### config.mk
export PLATFORM = sky130hd
export DESIGN_NAME = mem_port2_master_flat
export DESIGN_NICKNAME = d
export VERILOG_FILES = /design/src/rtl/mem_port2_master_if.sv /design/src/rtl/mem_port2_master.sv /design/src/flat_wrapper.sv
export SDC_FILE = /design/constraint.sdc
export NUM_CORES = 1
export LEC_CHECK = 0
export ABC_AREA = 0
export ABC_CLOCK_PERIOD_IN_PS = 3550
export BUFFER_PORTS_ARGS = -buffer_cell sky130_fd_sc_hd__buf_2
export CORE_ASPECT_RATIO = 1.1
export CORE_MARGIN = 2
export CORE_UTILIZATION = 28
export CTS_CLUSTER_DIAMETER = 200
export CTS_CLUSTER_SIZE = 12
export DETAILED_ROUTE_END_ITERATION = 10
export PLACE_DENSITY_LB_ADDON = 0.05
export SLEW_MARGIN = 20
export SYNTH_ARGS = -nofsm -noshare
export SYNTH_HDL_FRONTEND = slang
export SYNTH_SLANG_ARGS = --single-unit
### constraint.sdc
create_clock -name clk -period 3.55 [get_ports clk]
set_input_delay 0.5325 -clock clk [delete_from_list [all_inputs] [get_ports clk]]
set_output_delay 0.5325 -clock clk [all_outputs]
set_load 0.02 [all_outputs]
### src/rtl/mem_port2_master_if.sv
// rtl/mem_port2_master_if.sv - request/response and RAM port2 bundle for mem_port2_master
//
// Groups the execute-stage request/response handshake, the fetch-stall flag and
// the RAM port2 signals.
//   master modport : the mem_port2_master view
//   slave modport  : the CPU/RAM environment view
// Access mode encoding on req_mode/memMode: 0 = byte, 1 = halfword, 2 = word.
`timescale 1ns/1ps

interface mem_port2_master_if;
    logic        req_valid;
    logic        req_ready;
    logic        req_we;
    logic [31:0] req_addr;
    logic [31:0] req_wdata;
    logic [1:0]  req_mode;

    logic        resp_valid;
    logic [31:0] resp_rdata;
    logic        resp_fault;
    logic        fetch_stall;

    logic        ram_idle;
    logic        port2en;
    logic        port2WEn;
    logic [31:0] port2adr;
    logic [31:0] port2i;
    logic [1:0]  memMode;
    logic [31:0] port2o;
    logic        port2avail;

    modport master (
        input  req_valid, req_we, req_addr, req_wdata, req_mode,
        input  ram_idle, port2o, port2avail,
        output req_ready, resp_valid, resp_rdata, resp_fault, fetch_stall,
        output port2en, port2WEn, port2adr, port2i, memMode
    );

    modport slave (
        output req_valid, req_we, req_addr, req_wdata, req_mode,
        output ram_idle, port2o, port2avail,
        input  req_ready, resp_valid, resp_rdata, resp_fault, fetch_stall,
        input  port2en, port2WEn, port2adr, port2i, memMode
    );
endinterface

### src/rtl/mem_port2_master.sv
// rtl/mem_port2_master.sv - load/store sequencer for the RAM data port (port2)
//
// Accepts one load/store at a time from the execute stage, issues it to the
// RAM's single-issue port2, and returns exactly one response per request.
// fetch_stall is high whenever a data access owns the RAM.
//
// Ports:
//   clk   : clock
//   reset : asynchronous, active-low reset
//   bus   : mem_port2_master_if.master (request, response, fetch_stall, RAM port2)
// Parameters:
//   MEM_BYTES : addressable bytes; addresses at or above fault
//   TIMEOUT   : max cycles waiting for port2avail on a load before faulting
// Build option:
//   MEM_PORT2_ALIGN_CHECK_EN : when defined, misaligned halfword/word accesses fault
`timescale 1ns/1ps

module mem_port2_master #(
    parameter int MEM_BYTES = 131072,
    parameter int TIMEOUT   = 15
) (
    input  logic                  clk,
    input  logic                  reset,
    mem_port2_master_if.master    bus
);
    localparam int         CNT_W     = $clog2(TIMEOUT + 1);
    localparam logic [1:0] MODE_HALF = 2'd1;
    localparam logic [1:0] MODE_WORD = 2'd2;

    typedef enum logic [2:0] {
        IDLE,
        ISSUE,
        RD_WAIT,
        WR_WAIT1,
        WR_WAIT2,
        RESP
    } state_t;

    state_t             state_q, state_d;
    logic [CNT_W-1:0]   cnt_q, cnt_d;
    logic               fault_q, fault_d;
    logic [31:0]        rdata_q, rdata_d;
    logic               load_port;

    logic               we_q;
    logic [31:0]        adr_q;
    logic [31:0]        wdat_q;
    logic [1:0]         mode_q;

    logic               accept;
    logic               range_fault;
    logic               align_fault;
    logic               req_fault;

    assign bus.req_ready = (state_q == IDLE) && bus.ram_idle;
    assign accept        = bus.req_valid && bus.req_ready;

    assign range_fault = bus.req_addr >= 32'(MEM_BYTES);

`ifdef MEM_PORT2_ALIGN_CHECK_EN
    assign align_fault = ((bus.req_mode == MODE_HALF) && bus.req_addr[0]) ||
                         ((bus.req_mode == MODE_WORD) && (bus.req_addr[1:0] != 2'b00));
`else
    // Unaligned addresses go to the RAM untouched; its lane logic uses addr[1:0].
    assign align_fault = 1'b0;
`endif

    assign req_fault = range_fault || align_fault;

    always_comb begin
        state_d   = state_q;
        cnt_d     = cnt_q;
        fault_d   = fault_q;
        rdata_d   = rdata_q;
        load_port = 1'b0;
        case (state_q)
            IDLE: begin
                if (accept) begin
                    rdata_d = '0;
                    cnt_d   = '0;
                    if (req_fault) begin
                        // Faulting requests never touch port2.
                        fault_d = 1'b1;
                        state_d = RESP;
                    end else begin
                        fault_d   = 1'b0;
                        load_port = 1'b1;
                        state_d   = ISSUE;
                    end
                end
            end
            ISSUE: begin
                cnt_d   = '0;
                state_d = we_q ? WR_WAIT1 : RD_WAIT;
            end
            RD_WAIT: begin
                if (bus.port2avail) begin
                    rdata_d = bus.port2o;
                    state_d = RESP;
                end else begin
                    cnt_d = cnt_q + 1'b1;
                    if (cnt_d == CNT_W'(TIMEOUT)) begin
                        fault_d = 1'b1;
                        state_d = RESP;
                    end
                end
            end
            // Two dead cycles cover the RAM's read-then-rewrite of the target word.
            WR_WAIT1: state_d = WR_WAIT2;
            WR_WAIT2: state_d = RESP;
            RESP:     state_d = IDLE;
            default:  state_d = IDLE;
        endcase
    end

    always_ff @(posedge clk or negedge reset) begin
        if (!reset) begin
            state_q <= IDLE;
            cnt_q   <= '0;
            fault_q <= 1'b0;
            rdata_q <= '0;
        end else begin
            state_q <= state_d;
            cnt_q   <= cnt_d;
            fault_q <= fault_d;
            rdata_q <= rdata_d;
        end
    end

    always_ff @(posedge clk or negedge reset) begin
        if (!reset) begin
            we_q   <= 1'b0;
            adr_q  <= '0;
            wdat_q <= '0;
            mode_q <= MODE_WORD;
        end else if (load_port) begin
            we_q   <= bus.req_we;
            adr_q  <= bus.req_addr;
            wdat_q <= bus.req_wdata;
            mode_q <= bus.req_mode;
        end
    end

    // Enables decode only from ISSUE, so each request pulses port2en exactly once.
    assign bus.port2en    = (state_q == ISSUE);
    assign bus.port2WEn   = (state_q == ISSUE) && we_q;
    assign bus.port2adr   = adr_q;
    assign bus.port2i     = wdat_q;
    assign bus.memMode    = mode_q;

    assign bus.resp_valid  = (state_q == RESP);
    assign bus.resp_fault  = (state_q == RESP) && fault_q;
    assign bus.resp_rdata  = (state_q == RESP) ? rdata_q : 32'h0;
    assign bus.fetch_stall = (state_q != IDLE);

endmodule
### src/flat_wrapper.sv
// flat-port wrapper written by rule: the top's interface ports become plain ports
module mem_port2_master_flat 
#(
    parameter int MEM_BYTES = 131072,
    parameter int TIMEOUT   = 15
)
  (clk, reset, bus_req_valid, bus_req_we, bus_req_addr, bus_req_wdata, bus_req_mode, bus_ram_idle, bus_port2o, bus_port2avail, bus_req_ready, bus_resp_valid, bus_resp_rdata, bus_resp_fault, bus_fetch_stall, bus_port2en, bus_port2WEn, bus_port2adr, bus_port2i, bus_memMode);
  mem_port2_master_if bus_i ();
  input  logic clk;
  input  logic reset;
  input wire logic [$bits(bus_i.req_valid)-1:0] bus_req_valid;
  input wire logic [$bits(bus_i.req_we)-1:0] bus_req_we;
  input wire logic [$bits(bus_i.req_addr)-1:0] bus_req_addr;
  input wire logic [$bits(bus_i.req_wdata)-1:0] bus_req_wdata;
  input wire logic [$bits(bus_i.req_mode)-1:0] bus_req_mode;
  input wire logic [$bits(bus_i.ram_idle)-1:0] bus_ram_idle;
  input wire logic [$bits(bus_i.port2o)-1:0] bus_port2o;
  input wire logic [$bits(bus_i.port2avail)-1:0] bus_port2avail;
  output wire logic [$bits(bus_i.req_ready)-1:0] bus_req_ready;
  output wire logic [$bits(bus_i.resp_valid)-1:0] bus_resp_valid;
  output wire logic [$bits(bus_i.resp_rdata)-1:0] bus_resp_rdata;
  output wire logic [$bits(bus_i.resp_fault)-1:0] bus_resp_fault;
  output wire logic [$bits(bus_i.fetch_stall)-1:0] bus_fetch_stall;
  output wire logic [$bits(bus_i.port2en)-1:0] bus_port2en;
  output wire logic [$bits(bus_i.port2WEn)-1:0] bus_port2WEn;
  output wire logic [$bits(bus_i.port2adr)-1:0] bus_port2adr;
  output wire logic [$bits(bus_i.port2i)-1:0] bus_port2i;
  output wire logic [$bits(bus_i.memMode)-1:0] bus_memMode;
  assign bus_i.req_valid = bus_req_valid;
  assign bus_i.req_we = bus_req_we;
  assign bus_i.req_addr = bus_req_addr;
  assign bus_i.req_wdata = bus_req_wdata;
  assign bus_i.req_mode = bus_req_mode;
  assign bus_i.ram_idle = bus_ram_idle;
  assign bus_i.port2o = bus_port2o;
  assign bus_i.port2avail = bus_port2avail;
  assign bus_req_ready = bus_i.req_ready;
  assign bus_resp_valid = bus_i.resp_valid;
  assign bus_resp_rdata = bus_i.resp_rdata;
  assign bus_resp_fault = bus_i.resp_fault;
  assign bus_fetch_stall = bus_i.fetch_stall;
  assign bus_port2en = bus_i.port2en;
  assign bus_port2WEn = bus_i.port2WEn;
  assign bus_port2adr = bus_i.port2adr;
  assign bus_port2i = bus_i.port2i;
  assign bus_memMode = bus_i.memMode;
  mem_port2_master #(.MEM_BYTES(MEM_BYTES), .TIMEOUT(TIMEOUT)) u_core (.clk(clk), .reset(reset), .bus(bus_i));
endmodule
Word level (Yosys, flattened, before mapping) --
Index checks and enable logic that the tools add are counted.
Cells by class: add/sub/neg operators 1, $lt $le $gt $ge 1, equality and inequality tests 11, muxes and demuxes 21, reduce and logical (&&, ||, !) cells 12
Operators with widths (number):
- $mux W32 | 3
- $pmux W32 S2 | 1
- $ge A32 B18 Y1 const B | 1
- $pmux W3 S5 | 1
- $mux W3 | 4
- $pmux W4 S3 | 1
- $mux W1 | 8
- $mux W4 | 2
- $eq A3 B2 Y1 const B | 2
- $eq A3 B3 Y1 const B | 2
- $reduce_and A3 Y1 | 2
- $reduce_bool A3 Y1 | 2
- $add A4 B1 Y4 const B | 1
- $eq A4 B4 Y1 const B | 1
- $logic_and A1 B1 Y1 | 4
- $ne A2 B1 Y1 const B | 2
- $ne A2 B2 Y1 const B | 2
- $reduce_and A4 Y1 | 1
- $eq A3 B1 Y1 const B | 1
- $logic_not A3 Y1 | 1
- $ne A3 B2 Y1 const B | 1
- $pmux W1 S2 | 1
- $reduce_and A2 Y1 | 1
- $reduce_bool A2 Y1 | 1
Storage, ports and cells: bits in registers 107, input port bits 104, output and inout port bits 104, logic and storage cells 54

Logic depth before layout (Yosys ltp) --
depth after elaboration 5, gate-level depth with buffers 8, mapped depth without buffers 5

Least setup slack after synthesis --
No wires, ideal clock.
kind flip-flop to output port, from reg u_core.state_q[1], to out bus_resp_rdata[22], data arrival time 1.426 ns, required time 3.017 ns, setup slack 1.591 ns, stages on the path, launching flop included 5, buffers on the path 2, path through dfrtp_1 -> buf_2 -> and3b_1 -> clkbuf_1 -> and2_1
On the way: cells in the longest elaborated chain, start to end 2
Ends and longest elaborated chain:
- start: declaration | RTL line mem_port2_master.sv:39 | state_t state_q, state_d;
- start signal: assignment | RTL line mem_port2_master.sv:123 | state_q <= state_d;
- $eq A3 B3 Y1
- via bus_resp_valid | RTL line flat_wrapper.sv:20 | output wire logic [$bits(bus_i.resp_valid)-1:0] bus_resp_valid;
- $mux W32 | RTL line mem_port2_master.sv:153 | assign bus.resp_rdata = (state_q == RESP) ? rdata_q : 32'h0;
- end: declaration | RTL line flat_wrapper.sv:21 | output wire logic [$bits(bus_i.resp_rdata)-1:0] bus_resp_rdata;
The timed path passes the listed nets, and every way through them passes these cells.

Worst setup path in the final report --
from reg u_core.state_q[2], to out bus_resp_rdata[8]
On the way: cells in the longest elaborated chain, start to end 2
Ends and longest elaborated chain (RTL line):
- $eq A3 B3 Y1 | mem_port2_master.sv:153
- $mux W32 | mem_port2_master.sv:153
No other way between the ends.

==> metrics.yaml <==
pin_count: 208
grt_max_degree: 58
grt_pass1_vias: 3371
grt-ovfl-total: 0
syn_avg_cell_area_sq_um: 13.8
maxSlewViolCount: 0
cpLargestDelayFamily: "simple AND/OR/NAND/NOR gates"
die_h_microns: 135
leakagePower_uw: 0.00334
grt_use_total_pct: 13.3
fillCellCount: 1475
synthCells: 315
ant_nets: 0
firstDrtPassIters: 4
endpoint_kind: "output port"
via_count: 3190
start_util_pct: 28.7
path_cells: "and3b_1 > and2_1 > buf_2"
async_flop_share_pct: 100
clk_latency_ns: 0.34
power_density_nw_per_um2: 537
cp-start-kind: "flip-flop"
cts_root_buf: "clkbuf_16"
cts_hold_buf: 0
syn2layout_area_growth_pct: 35.3
fmax_mhz: 365
cts_tree: "done"
path_clk_slew_ns: 0.07
worstSetupPathType: "reg -> out"
cpMaxStageDelayCell: "and3b_1"
synth.area.top_cells: "dfrtp_1 61%, mux2_2 13%, a22o_1 6.5%"
path_buf_inv: 1
drt-met1-wl_mm: 4.66
wl_met2_mm: 4.83
yosys_warnings: 0
nets: 622
post-route-drc-count: 0
setup_viol: 0
post-place-ws_ns: 1.09
ctsResizeCount: 0
via_per_inst: 4.45
synthesis.area_sq_um: 4340
antenna_found_initial: 0
arrival_ns: 2.20
dr_wl_met3_microns: 971
status: "completed"
crit_required_ns: 3.02
grt_pass1_wl_mm: 17.1
dieArea_sq_um: 16500
io_buffers: 207
drt_iter0_drc: 139
avgRoutedWirePerCell_microns: 14.9
period_needed_ns: 2.74
cts_setup_buffers: 0
synth_area_leader_cell: "dfrtp_1"
cts.sinks: 107
core.rowCount: 47
cts_buffers: 9
slew_headroom_pct: 35.1
hpwl_mm: 7.42
placed_cell_area_sq_um: 5560
finish.instance_area_sq_um: 5870
finalNonFillerCells: 717
gp_congestion: 0.717
drv_cap: 0
synth-edff-count: 0
ys.flop_type: "dfrtp_1"
htree_levels: 3
dp.cells: 701
fin_crit_sh_pct: 77.1
die_w_microns: 123
routed.top_layer: "met4"
fin_tns_setup_ns: 0
tightest_slew_ns: 0.973
synth_top_area_share_pct: 61.2
worst_slack_ns: 0.813
slowest_delay_ns: 0.87
timing.hold.ws_ns: 0.228
hp-class: "in -> async"
layout-drive-gt1-share_pct: 54.1
worst_ir_drop_vdd_mv: 0.231
synth_seq_cells: 107
yosys.cell_types.count: 38
rsz0062_at_grt: "no"
syn_nets: 421
core_area_sq_um: 15100
hold_viol_final: 0
synth-seq-area-share_pct: 61.8
ctsLongestPathBuffers: 2
drt-total-wl_mm: 10.7
diodes: 0
cp_max_fo: 34
skew_ns: 0.00744
synth_stat cells, types with 2 or more instances:
cell type  number
a21oi_1         3
a22o_1         32
and2_1         36
and3_1          2
buf_2          12
buf_4           4
buf_6           2
clkbuf_1        3
dfrtp_1       106
ha_1            2
inv_1           3
mux2_1          4
mux2_2         49
mux2i_1         2
nand2_1         2
nand2b_1        2
nor2_1          6
nor2b_1        17
nor3_1          2
nor3b_1         2
nor4_1          3
o21ai_0         3
o22ai_1         2
or2_2           2
flip-flops by register name (all words and copies together), names as in the netlist:
name	count
u_core.bus.memMode	2
u_core.bus.port2adr	32
u_core.bus.port2i	32
u_core.cnt_q	4
u_core.fault_q	1
u_core.rdata_q	32
u_core.state_q	3
u_core.we_q	1
placed cells by master, fill, tap and decap left out, drive strengths merged, types with 2 or more instances in the layout:
master and n:
a21oi 3, or2 2, o22ai 2, clkinv 3
a22o 32, nor2 6, nor2b 17, nand2 2
o21ai 3, nor4 3, nor3b 2, and3 3
ha 2, clkbuf 12, mux2i 2, nand2b 2
nor3 3, buf 211, and2 36, mux2 53
dfrtp 106, inv 3
area by class of cell:
class                   instances  area (sq um)  share of cell area (%)
clock buffers                  12           256                    4.37
clock inverters                 4          48.8                   0.832
inverters                       3          11.3                   0.192
multi-input cells             184          1530                    26.1
flip-flops and latches        107          2680                    45.7
well taps                     196           245                    4.18
repair buffers                211          1090                    18.6
routing by layer:
metal | GRT usage [%] | vias to the layer above
met3 | 4.27 | 13
met2 | 21.0 | 134
met5 | 0 | -
met4 | 5.62 | 0
li1 | - | 1512
met1 | 16.6 | 1531
final timing paths:
| kind | slack [ns] | to | cells past startpoint | from |
|---|---|---|---|---|
| max | 0.81 | bus_resp_rdata[8] | 3 | u_core.state_q[2]$_DFFE_PN0P_ |
| min | 0.23 | u_core.rdata_q[13]$_DFFE_PN0P_ | 1 | reset |
| max reg2reg | 1.31 | u_core.bus.port2adr[3]$_DFFE_PN0P_ | 5 | u_core.state_q[1]$_DFFE_PN0P_ |
| min reg2reg | 0.48 | u_core.bus.port2i[12]$_DFFE_PN0P_ | 1 | u_core.bus.port2i[12]$_DFFE_PN0P_ |
| max in group asynchronous | 2.59 | u_core.bus.port2i[23]$_DFFE_PN0P_ | 2 | reset |
| min in group clk | 0.40 | u_core.bus.port2i[12]$_DFFE_PN0P_ | 2 | bus_req_wdata[12] |
report_power, final:
group	switching [uW]	internal [uW]	total (uW)
Clock	439	585	1020
Combinational	327	294	622
Sequential	122	1380	1510
Total	888	2260	3150
logic make-up (layout without fill, tap and decap cells):
group / after synthesis / count (layout) / synth area share (%)
fa+ha+maj: 2 / 2 / 0.577
compound gates: 45 / 45 / 8.40
buf+inv: 24 / 230 / 3.12
flops: 107 / 107 / 61.8
xor+xnor: 1 / 1 / 0.202
mux: 55 / 55 / 14.2
simple gates: 81 / 81 / 11.7
through the flow:
stage / power, uW / util (%)
2_1_floorplan: 1940 / -
3_3_place_gp: 2160 / 36.8
3_5_place_dp: 2160 / 36.8
4_1_cts: 3210 / 38.8
5_1_grt: 3360 / 38.8
6_report: 3150 / 38.8
Note: power is estimated with default switching activity, not from simulation.
